===== src/rtl/icache_refill.sv =====
// icache_refill: direct-mapped instruction cache with multi-word line refill.
// Lookup is combinational in IDLE; a miss captures the line base and walks
// the backing memory one word at a time (REFILL) before returning to IDLE.
// Ports:
//   clk, rst_n           clock, async active-low reset
//   req, address, flush  fetch request, byte address, invalidate-all
//   data, hit, ready     fetched word, lookup hit, data valid for address
//   mem_req, mem_addr    backing-memory read request and word address
//   mem_data, mem_valid  backing-memory read data and completion
//   hit_count, miss_count saturating performance counters
module icache_refill #(
   parameter int LINES = 16,
   parameter int WORDS = 4,
   parameter int CNT_W = 16
) (
   input  logic             clk,
   input  logic             rst_n,
   input  logic             req,
   input  logic [31:0]      address,
   input  logic             flush,
   output logic [31:0]      data,
   output logic             hit,
   output logic             ready,
   output logic             mem_req,
   output logic [31:0]      mem_addr,
   input  logic [31:0]      mem_data,
   input  logic             mem_valid,
   output logic [CNT_W-1:0] hit_count,
   output logic [CNT_W-1:0] miss_count
);

   localparam int OFF_W  = $clog2(WORDS);
   localparam int IDX_W  = $clog2(LINES);
   localparam int FLAT_W = OFF_W + IDX_W;
   localparam int TAG_W  = 30 - FLAT_W;
   localparam int K_W    = (OFF_W > 0) ? OFF_W : 1;
   localparam logic [31:0] LINE_MASK = ~(32'(WORDS) * 32'd4 - 32'd1);

   typedef enum logic {IDLE, REFILL} state_t;

   state_t             state, state_next;
   logic [LINES-1:0]   valid;
   logic [TAG_W-1:0]   tags  [LINES];
   logic [31:0]        words [LINES*WORDS];
   logic [31:0]        base;
   logic [K_W-1:0]     k;
   logic               flush_pend;

   // Lookup fields of the live address; {index, word offset} addresses the
   // flattened word array directly.
   logic [IDX_W-1:0]   idx;
   logic [FLAT_W-1:0]  flat;
   logic [TAG_W-1:0]   tag;
   // Fields of the captured line being refilled.
   logic [IDX_W-1:0]   fill_idx;
   logic [TAG_W-1:0]   fill_tag;
   logic [FLAT_W-1:0]  fill_flat;
   logic               last_word;
   logic               unused_bits;

   assign idx         = address[2+OFF_W +: IDX_W];
   assign flat        = address[2 +: FLAT_W];
   assign tag         = address[31 -: TAG_W];
   assign fill_idx    = base[2+OFF_W +: IDX_W];
   assign fill_tag    = base[31 -: TAG_W];
   assign fill_flat   = base[2 +: FLAT_W] + FLAT_W'(k);
   assign last_word   = (k == K_W'(WORDS - 1));
   assign unused_bits = ^address[1:0];

   always_comb begin
      state_next = state;
      hit        = 1'b0;
      data       = '0;
      ready      = 1'b0;
      mem_req    = 1'b0;
      mem_addr   = '0;
      case (state)
         IDLE: begin
            hit   = req && valid[idx] && (tags[idx] == tag);
            data  = hit ? words[flat] : '0;
            ready = hit;
            if (req && !hit && !flush) state_next = REFILL;
         end
         REFILL: begin
            mem_req  = 1'b1;
            mem_addr = base + (32'(k) << 2);
            if (mem_valid && last_word) state_next = IDLE;
         end
         default: state_next = IDLE;
      endcase
   end

   always_ff @(posedge clk or negedge rst_n) begin
      if (!rst_n) begin
         state      <= IDLE;
         valid      <= '0;
         base       <= '0;
         k          <= '0;
         flush_pend <= 1'b0;
         hit_count  <= '0;
         miss_count <= '0;
      end else begin
         state <= state_next;
         if (hit && hit_count != '1) hit_count <= hit_count + CNT_W'(1);
         case (state)
            IDLE: begin
               // Flush wins over a same-cycle miss: nothing is captured.
               if (flush) begin
                  valid <= '0;
               end else if (req && !hit) begin
                  base <= address & LINE_MASK;
                  k    <= '0;
                  if (miss_count != '1) miss_count <= miss_count + CNT_W'(1);
               end
            end
            REFILL: begin
               if (flush) flush_pend <= 1'b1;
               if (mem_valid) begin
                  k <= k + K_W'(1);
                  if (last_word) begin
                     // A flush seen at any point of the refill also drops
                     // the line that was just completed.
                     if (flush || flush_pend) valid <= '0;
                     else valid[fill_idx] <= 1'b1;
                     flush_pend <= 1'b0;
                     k          <= '0;
                  end
               end
            end
            default: ;
         endcase
      end
   end

   // Tag and data arrays carry no reset; the valid bits guard them.
   always_ff @(posedge clk) begin
      if (state == REFILL && mem_valid) begin
         words[fill_flat] <= mem_data;
         if (last_word) tags[fill_idx] <= fill_tag;
      end
   end

endmodule

===== config.mk =====
export PLATFORM = sky130hd
export DESIGN_NAME = icache_refill
export DESIGN_NICKNAME = d
export VERILOG_FILES = /design/src/rtl/icache_refill.sv
export SDC_FILE = /design/constraint.sdc
export NUM_CORES = 2
export LEC_CHECK = 0
export ABC_AREA = 1
export BUFFER_PORTS_ARGS = -buffer_cell sky130_fd_sc_hd__buf_4
export CORE_UTILIZATION = 45
export DETAILED_ROUTE_END_ITERATION = 8
export SYNTH_ARGS = -nofsm -noshare
export SYNTH_HDL_FRONTEND = slang
export SYNTH_SLANG_ARGS = --single-unit

===== constraint.sdc =====
create_clock -name clk -period 3.03 [get_ports clk]
set_input_delay 0.606 -clock clk [delete_from_list [all_inputs] [get_ports clk]]
set_output_delay 0.606 -clock clk [all_outputs]
set_load 0.02 [all_outputs]

==> summary.txt <==
Run status
  • Status: finished, violations left
  • Violations in the final reports: setup timing

Timing
  • Clock Skews: 51.7 ps
  • Final setup violation count: 34
  • RSZ-0062 raised after global routing: true
  • Max-slew headroom: 34.4%
  • Setup TNS Final: -24620 ps
  • Part of the cycle the worst path needs: 125%
  • Period minus WS final: about 3800 ps
  • Tightest Pin Transition: just under 1000 ps
  • Setup slack after layout: -770 ps
  • Slew Viols, Final: 0
  • Final Hold Vio Count: 0
  • Top achievable clock speed: 263 MHz

Layout
  • Share of cells above drive strength 1: 14.9%
  • Area Growth Syn to Fin: 18.8%
  • Fillcell total: 18300
  • Post-route cell area: 120000 um^2
  • Nets@finish: 8475

Routing
  • Vias per cell: roughly 6.0
  • Vias: roughly 70000
  • Total wire length: about 300000 um
  • Remaining DRCs: 0
  • Drt wl/cell: ~26 um
  • Drt first pass iters: 6
  • Antenna viol nets, final: 0
  • 1st-iter DRT viols: between 7000 and 8000

Logic synthesis
  • Synth Register Bits: between 2000 and 3000
  • Largest cells by area after synthesis: edfxtp_1 72%, nand2_1 6.0%, o21ai_0 3.3%
  • EDFF count, synth: 2432
  • Post-synth top area cell: edfxtp_1
  • YS warnings: 0
  • Top cells by count, synth: 2432 x edfxtp_1, 1621 x nand2_1, 794 x nor2_1
  • Mapped Cells: between 7000 and 8000
  • Synth Area per Inst: approximately 13 um^2
  • Yosys cell types: between 40 and 50
  • Post-synthesis sequential area ratio: roughly 74%
  • Top FF cell, synth: edfxtp_1
  • Post-synth top area share: around 72%
  • Most frequent cell after synthesis: edfxtp_1
  • Async set or reset register ratio after synthesis: under 10%
  • Mapped Area: slightly above 100000 um^2

Critical path
  • Family with the most delay on the worst path: simple AND/OR/NAND/NOR gates
  • Launching point of the worst reg2reg path: k[1]$_DFFE_PN0P_
  • Worst path cell trace: nor2_1 > nor2_1 > o21ai_1 > nand3_1 > nand3_2 > nand2_2 > nand2_2 > nand2_2 > nor2_1 > nand2_1 > nor2_2 > nand2_2 > nor2_4 > nand2_4 > buf_12 > nor2_2 > buf_4
  • CP Capture Type: output pin
  • CP Launch Type: flop
  • Worst Path Arrival: roughly 3200 ps
  • FF-to-FF End: words[49][30]$_DFFE_PP_
  • Setup slack, reg-to-reg: 320 ps
  • CP required: 2420 ps
  • CP most frequent cell: nand2_2
  • Cells on worst reg2reg path: 5
  • WP buf/inv: 2
  • Kind of critical path: flop to output pin
  • CP max-delay cell: edfxtp_1
  • Worst path max stage delay: between 300 and 400 ps
  • CP max FO: 13

Clock network
  • Clock Latency Late Sink: between 900 and 1000 ps
  • CTS max path bufs: 4
  • H-tree depth: 5
  • CTS Sinks: roughly 2500
  • CTS Buf Count: 276
  • Clk slew on worst S/H paths: ~60 ps
  • CTS tree: done
  • Root Buffer: clkbuf_16

Floorplanning
  • Initial Util: 45.4%
  • Die Span Y: 476 um
  • Core box area: 223000 um^2
  • Placement Rows: approximately 170
  • Ports: approximately 170
  • DIE WIDTH: ~480 um
  • Die area: approximately 230000 um^2

Power and ir drop
  • Cell Pwr Density: roughly 670 nW/um^2
  • Switching Share: approximately a quarter
  • Pleak: 41.6 nW
  • Int Pwr: about 60 mW
  • Overall power: ~81 mW
  • Sw power: between 15 and 20 mW
  • Clock network fraction of design power: between 30% and 40%
  • Maximum vdd drop: roughly 0.62 mV
  • Gate power share: between 10% and 20%
  • Reg power frac: 50.7%

Placement
  • Worst slack, placed: -855 ps
  • GP Congestion: between 0.8 and 0.9
  • Number of port buffers: about 160
  • Area after DPL: between 100000 and 150000 um^2
  • Dpl hpwl: between 150000 and 200000 um

Job
  • Max-Cap Viols: 0

Hold path
  • Hold Path Class: input port to flop
  • Hold depth: 3
  • Hold path startpoint: address[8]
  • WHS Endpoint: base[8]$_DFFE_PN0P_

GRT
  • First-pass GRT wire length: about 440000 um
  • GRT Overall Usage: 26.5%
  • Initial antenna violation count: 6
  • Largest net degree at the start of global routing: 109
  • Vias in the first global route: between 60000 and 70000
  • Grt ovf: 0
cells by family after synthesis:
logic type	after synthesis	share of synthesized area (%)
AO/OA/AOI/OAI	1767	11.3
buffers and inverters	784	3.07
XOR/XNOR	28	0.243
AND/OR/NAND/NOR	2812	11.0
adder cells (fa/ha/maj)	3	0.0372
other	1	0.00372
flip-flops	2512	74.3
through the flow:
stage | hold slack (ps) | util [%] | cells
finish | 75.2 | 53.9 | 11600
floorplan | 310 | - | 7908
detailed placement | 476 | 49.8 | 11100
global route | 81.7 | 53.9 | 11600
CTS | 4.02 | 53.7 | 11600
global placement | 473 | 49.8 | 11100
worst reg2reg max path, delay by kind of cell (launching register included):
kind | cells | cell delay (ps)
AND/OR/NAND/NOR | 2 | 1020
flip-flops | 1 | 470
buffers and inverters | 3 | 870
final cells by class:
cell class | count | area (um^2) | share of cell area (%)
repair buffers | 776 | 8060 | 6.72
well taps | 2975 | 3720 | 3.11
inverters | 225 | 885 | 0.738
flip-flops and latches | 2512 | 75000 | 62.6
diodes | 6 | 15.0 | 0.0125
clock buffers | 347 | 7360 | 6.14
clock inverters | 120 | 1010 | 0.844
multi-input cells | 4612 | 23800 | 19.8
flip-flops by register name, summed over array words and instances (netlist names):
register and cells:
base 28, k 2, miss_count 16, valid 16, words 2048, hit_count 16, flush_pend 1, tags 384
state 1
power groups by stage:
stage,Sequential [mW],Clock (mW),Combinational (mW)
final,41.0,31.7,8.14
after global routing,41.2,33.4,8.71
after CTS,41.0,32.1,8.07
after detailed placement,41.8,0,8.00
after global placement,41.7,0,7.90
after floorplan,41.3,0,3.79
repair_timing:
action / in CTS / in global routing
setup endpoints to repair: 34 / 34
gates resized for setup: 28 / 49
setup buffers: 3 / 3
hold endpoints to repair: 64 / 0
cloned: 0 / 2
hold buffers: 25 / 0
pin swaps: 2 / 1
cell usage in the layout (no fill, tap or decap), types with 16 or more instances in the layout:
cell type      instances
edfxtp_1            2432
nand2_1             1603
nor2_1               691
o21ai_0              651
buf_4                558
a21oi_1              395
nand3_1              311
clkbuf_16            283
o221ai_1             256
inv_1                208
buf_12               160
o211ai_1             139
a32o_1               128
a221oi_1             116
nor2_4                94
dfrtp_1               80
clkinv_1              59
clkbuf_1              59
clkinv_2              38
o21ai_1               37
nand4_1               33
buf_6                 27
dlygate4sd3_1         25
nand3_2               20
nand2_2               18
o311ai_0              18
bufinv_16             17
nor3_2                16
per-layer routing:
metal | GRT usage [%] | wire length (um)
met1 | 36.5 | 124000
met2 | 42.7 | 143000
met3 | 3.89 | 26400
met4 | 9.48 | 10700
met5 | 0 | 0
how the worst max path moves through the flow:
stage,startpoint,end,slack [ps],cells past startpoint
final,tags[2][15]$_DFFE_PP_,data[3],-770,17
after global routing,tags[2][15]$_DFFE_PP_,data[4],-930,17
after CTS,tags[2][1]$_DFFE_PP_,data[4],-790,16
after detailed placement,address[4],data[12],-860,18
after global placement,address[5],data[10],-880,17
after floorplan,state$_DFF_PN0_,tags[10][0]$_DFFE_PP_,-450,6
Note: power is estimated with default switching activity, not from simulation.
